File: src/rtl/counter_seq_5bit.sv
// counter_seq_5bit: loadable up/down modulo counter built around rca_5bit with start/run/done handshake
module rca_5bit (
  input  logic [4:0] a,
  input  logic [4:0] b,
  input  logic       cin,
  output logic [4:0] sum,
  output logic       cout
);
  logic [5:0] c;
  assign c[0] = cin;
  for (genvar i = 0; i < 5; i++) begin : g_fa
    assign sum[i]   = a[i] ^ b[i] ^ c[i];
    assign c[i + 1] = (a[i] & b[i]) | (c[i] & (a[i] ^ b[i]));
  end
  assign cout = c[5];
endmodule

module counter_seq_5bit #(
  parameter int MOD  = 32,
  parameter bit CONT = 1'b0
) (
  input  logic       clk,
  input  logic       rst_n,
  input  logic       start,
  input  logic       en,
  input  logic       up,
  input  logic       load,
  input  logic [4:0] load_val,
  output logic [4:0] count,
  output logic       busy,
  output logic       tc,
  output logic       done,
  output logic       wrap
);
  typedef enum logic [1:0] {IDLE, RUN, DONE} state_t;
  localparam logic [4:0] MAX = 5'(MOD - 1);
  state_t     state, state_nxt;
  logic [4:0] sum, count_nxt, load_clamped;
  logic       cout_unused, step, wrap_nxt;
  rca_5bit u_add (
    .a    (count),
    .b    (up ? 5'b00001 : 5'b11111),
    .cin  (1'b0),
    .sum  (sum),
    .cout (cout_unused)
  );
  assign tc   = up ? (count == MAX) : (count == 5'd0);
  assign busy = state == RUN;
  assign done = state == DONE;
  // a load in RUN steals the cycle, so neither the step nor the terminal transition happens
  always_comb begin
    step         = state == RUN && en && !load;
    wrap_nxt     = step && tc;
    load_clamped = (load_val > MAX) ? MAX : load_val;
    count_nxt    = load ? load_clamped : step ? (tc ? (up ? 5'd0 : MAX) : sum) : count;
    state_nxt    = state == IDLE ? (start ? RUN : IDLE) :
                   state == RUN  ? ((wrap_nxt && !CONT) ? DONE : RUN) : IDLE;
  end
  always_ff @(posedge clk) begin
    if (!rst_n) begin
      state <= IDLE;
      count <= 5'd0;
      wrap  <= 1'b0;
    end else begin
      state <= state_nxt;
      count <= count_nxt;
      wrap  <= wrap_nxt;
    end
  end
endmodule

File: config.mk
export PLATFORM = sky130hd
export DESIGN_NAME = counter_seq_5bit
export DESIGN_NICKNAME = d
export VERILOG_FILES = /design/src/rtl/counter_seq_5bit.sv
export SDC_FILE = /design/constraint.sdc
export NUM_CORES = 1
export LEC_CHECK = 0
export BUFFER_PORTS_ARGS = -buffer_cell sky130_fd_sc_hd__buf_4
export CELL_PAD_IN_SITES_DETAIL_PLACEMENT = 1
export CELL_PAD_IN_SITES_GLOBAL_PLACEMENT = 1
export CORE_AREA = 2 2 50 52
export DETAILED_ROUTE_END_ITERATION = 6
export DIE_AREA = 0 0 52 54
export PLACE_DENSITY_LB_ADDON = 0.1
export SLEW_MARGIN = 20
export SYNTH_ARGS = -nofsm -noshare
export SYNTH_HDL_FRONTEND = slang
export SYNTH_HIERARCHICAL = 1
export SYNTH_SLANG_ARGS = --single-unit
File: constraint.sdc
create_clock -name clk -period 4.4 [get_ports clk]
set_input_delay 0.44 -clock clk [delete_from_list [all_inputs] [get_ports clk]]
set_output_delay 0.44 -clock clk [all_outputs]
set_load 0.01 [all_outputs]
Yosys cells after proc, flatten, opt, wreduce, memory -nomap -nowiden:

Index checks and enable logic that the tools add are counted.

* register bits: 8
* logic and storage cells: 44

* magnitude comparators: 1
* reduce and logical (&&, ||, !) cells: 7
* muxes and demuxes: 11
* bitwise gates (word level): 19
* equality and inequality tests: 3

Operators with widths (number)
* $mux W5: 6
* $xor A1 B1 Y1: 9
* $and A1 B1 Y1: 7
* $mux W2: 3
* $eq A5 B5 Y1 const B: 1
* $gt A5 B5 Y1 const B: 1
* $logic_not A5 Y1: 1
* $logic_and A1 B1 Y1: 3
* $or A1 B1 Y1: 3
* $eq A2 B1 Y1 const B: 1
* $eq A2 B2 Y1 const B: 1
* $logic_not A2 Y1: 1
* $mux W1: 2
* $reduce_bool A2 Y1: 1
* $logic_not A1 Y1: 1

Longest topological paths before layout:

* depth after elaboration: 12
* mapped depth: 11
* gate-level depth less buffers: 11

Hierarchy:

Netlist, hierarchy kept.

By module, submodules not included
* counter_seq_5bit: times used 1, cells an instance 43, area an instance 391.6 µm²
* rca_5bit: times used 1, cells an instance 15, area an instance 137.6 µm²

Worst setup path before layout:

Ideal clock, no wire load.

* path type: register -> register
* start point: reg count[0]
* end point: reg count[4]
* slack: 1911 ps
* arrival time: 2419 ps
* path buffers: 0
* cell stages (with the launch flop): 12
* library setup time: 70 ps
* cell sequence: dfxtp_1 > fa_1 > inv_1 > fa_1 > inv_1 > fa_1 > fa_1 > inv_1 > fa_1 > inv_1 > nand2_1 > a21oi_1

* cells in the longest elaborated chain, start to end: 11

Ends and longest elaborated chain
* start: declaration: RTL line 29 `output logic [4:0] count,`
* start signal: assignment: RTL line 66 `count <= count_nxt;`
* $and A1 B1 Y1 (2 in a row): RTL line 13 `assign c[i + 1] = (a[i] & b[i]) | (c[i] & (a[i] ^ b[i]));`
* $or A1 B1 Y1: RTL line 13
* $and A1 B1 Y1: RTL line 13
* $or A1 B1 Y1: RTL line 13
* $and A1 B1 Y1: RTL line 13
* $or A1 B1 Y1: RTL line 13
* $xor A1 B1 Y1: RTL line 12 `assign sum[i] = a[i] ^ b[i] ^ c[i];`
* net sum[4]: RTL line 38 `logic [4:0] sum, count_nxt, load_clamped;`
* $mux W5 (3 in a row): RTL line 55 `count_nxt = load ? load_clamped : step ? (tc ? (up ? 5'd0 : MAX) : sum) : count;`

The timed path passes the listed nets, and every way through them passes these cells. The select of a mux whose other input is x is not followed.
A chain may end at the register's enable or synchronous reset.

Worst setup path after layout:

Same ends and word-level chain as after synthesis.

==> impl_metrics.env <==
export IMPL_outcome="complete, no violations"
export IMPL_fin_crit_sh=0.592
export IMPL_power_total_mw=0.197
export IMPL_drt_iter0_drc=2
export IMPL_wl_mm=1.46
export IMPL_max_freq_mhz=384
export IMPL_fin_tns_setup_ps=0
export IMPL_drc=0
export IMPL_nets=97
export IMPL_max_stage_delay_ps=430
export IMPL_holdPathStages=3
export IMPL_clk_insertion_delay_late_ps=260
export IMPL_io_pins=20
export IMPL_path_clk_slew_ps=60
export IMPL_crit_type="reg2reg"
export IMPL_gp_congestion=0.729
export IMPL_fin_area_um2=728
export IMPL_viasPerCell=4.47
export IMPL_period_needed_ps=2610
export IMPL_die_area_mm2=0.00281
export IMPL_synthesis_area_um2=526
export IMPL_cts_hold_buf=0
export IMPL_finalNonFillerCells=109
export IMPL_rows=18
export IMPL_relSlewSlack=0.542
export IMPL_setup_violations_final=0
export IMPL_grt_max_degree=9
export IMPL_syn_avg_cell_area_um2=9.22
export IMPL_fillers=285
export IMPL_path_depth=11
export IMPL_cpMaxStageDelayCell="fa_1"
export IMPL_start_util=0.227
export IMPL_cts_sinks=8
export IMPL_synth_cells=57
export IMPL_cp_num_buf_inv=4
export IMPL_cp_max_fo=5
export IMPL_dp_cells=106
export IMPL_yosys_warnings=6
export IMPL_cp_required_ps=4590
export IMPL_dp_slack_ps=1770
export IMPL_power_per_cell_area_mw_per_mm2=271
export IMPL_cts_tree="built"
export IMPL_area_delta_synth_final_pct=38.6
export IMPL_wl_per_cell_um=13.4
export IMPL_finalHoldViolCount=0
export IMPL_post_cts_buffers=0
export IMPL_final_cell_mix="19 x buf_4, 11 x inv_1, 8 x nand2_1, 8 x dfxtp_1"
export IMPL_leakage_nw=0.345
export IMPL_drt_pass1_iter_count=3
export IMPL_grt_use_total=0.119
export IMPL_grt_pass1_vias=489
export IMPL_die_w_um=52
export IMPL_cts_root_buf="clkbuf_4"
export IMPL_grt_pass1_wl_mm=2.29
export IMPL_utilization=0.314
export IMPL_drive_gt1_frac=0.316
export IMPL_grt_antenna_before_repair=0
export IMPL_antennaDiodeCount=0
export IMPL_placed_cell_area_um2=706
export IMPL_path_common_cell="fa_1"
export IMPL_hpwl_mm=1.12
export IMPL_cpLargestDelayFamily="adder cells"
export IMPL_peakVddDrop_mv=0.133
export IMPL_fin_skew_ps=0.710
export IMPL_synth_fp_nets=73
export IMPL_arrival_ps=2800
export IMPL_cts_htree_levels=1
export IMPL_io_buffers=19
export IMPL_setup_worst_path_end_class="register"
export IMPL_max_cap_violations=0
export IMPL_holdCritPathClass="in2reg"
export IMPL_antenna_left=0
export IMPL_rr_worst_depth=11
export IMPL_vias=487
export IMPL_die_h_um=54
export IMPL_clock_path_buffers=2
export IMPL_hold_slack_ps=461
export IMPL_fin_ws_ps=1790
export IMPL_multiInputGateArea_um2=324
export IMPL_worst_pin_slew_ps=680
export IMPL_startpoint_type="register"
export IMPL_cts_made_buffers=3
export IMPL_path_cells="fa_1, inv_1, fa_1, inv_1, fa_1, fa_1, inv_1, fa_1, inv_1, nand2_1, a21oi_1"
export IMPL_coreArea_mm2=0.00232
export IMPL_regArea_um2=160
export IMPL_layout_commonest_cell="buf_4"
export IMPL_report_final_slew_viol_count=0
export IMPL_grt_overflow=0
export IMPL_post_cts_resized=0
export IMPL_grt_setup_unrepaired="no"
==> report_power, final <==
group | switching, mW | internal, mW
combinational | 0.0266 | 0.0250
sequential | 0.00790 | 0.0772
clock | 0.0290 | 0.0315
==> state kept, by name (all words and copies together) (netlist names) <==
name,count
count,5
wrap,1
state,2
==> layout make-up <==
class                           count  area share
Multi-Input combinational cell     38       0.445
Clock buffer                        3      0.0309
Tap cell                           30      0.0515
Sequential cell                     8       0.220
Timing Repair Buffer               19       0.196
Inverter                           11      0.0567
==> final timing paths <==
kind,start,endpoint,slack (ps)
worst max-delay path,count[0],count[4],1790
worst min-delay path,start,state[0],460
worst max register to register,count[0],count[4],1790
worst min register to register,state[0],state[0],530
==> worst min-delay path: cells and delay by family <==
kind | cells | cell delay, ps
simple gates | 2 | 120
buf+inv | 1 | 100
==> metal layers <==
metal | vias up | wire, um | track usage
met4 | 0 | 14 | 0.0658
li1 | 233 | - | -
met3 | 2 | 81 | 0.0417
met5 | - | 0 | 0
met1 | 238 | 663 | 0.136
met2 | 14 | 702 | 0.194
Note: power is estimated with default switching activity, not from simulation.
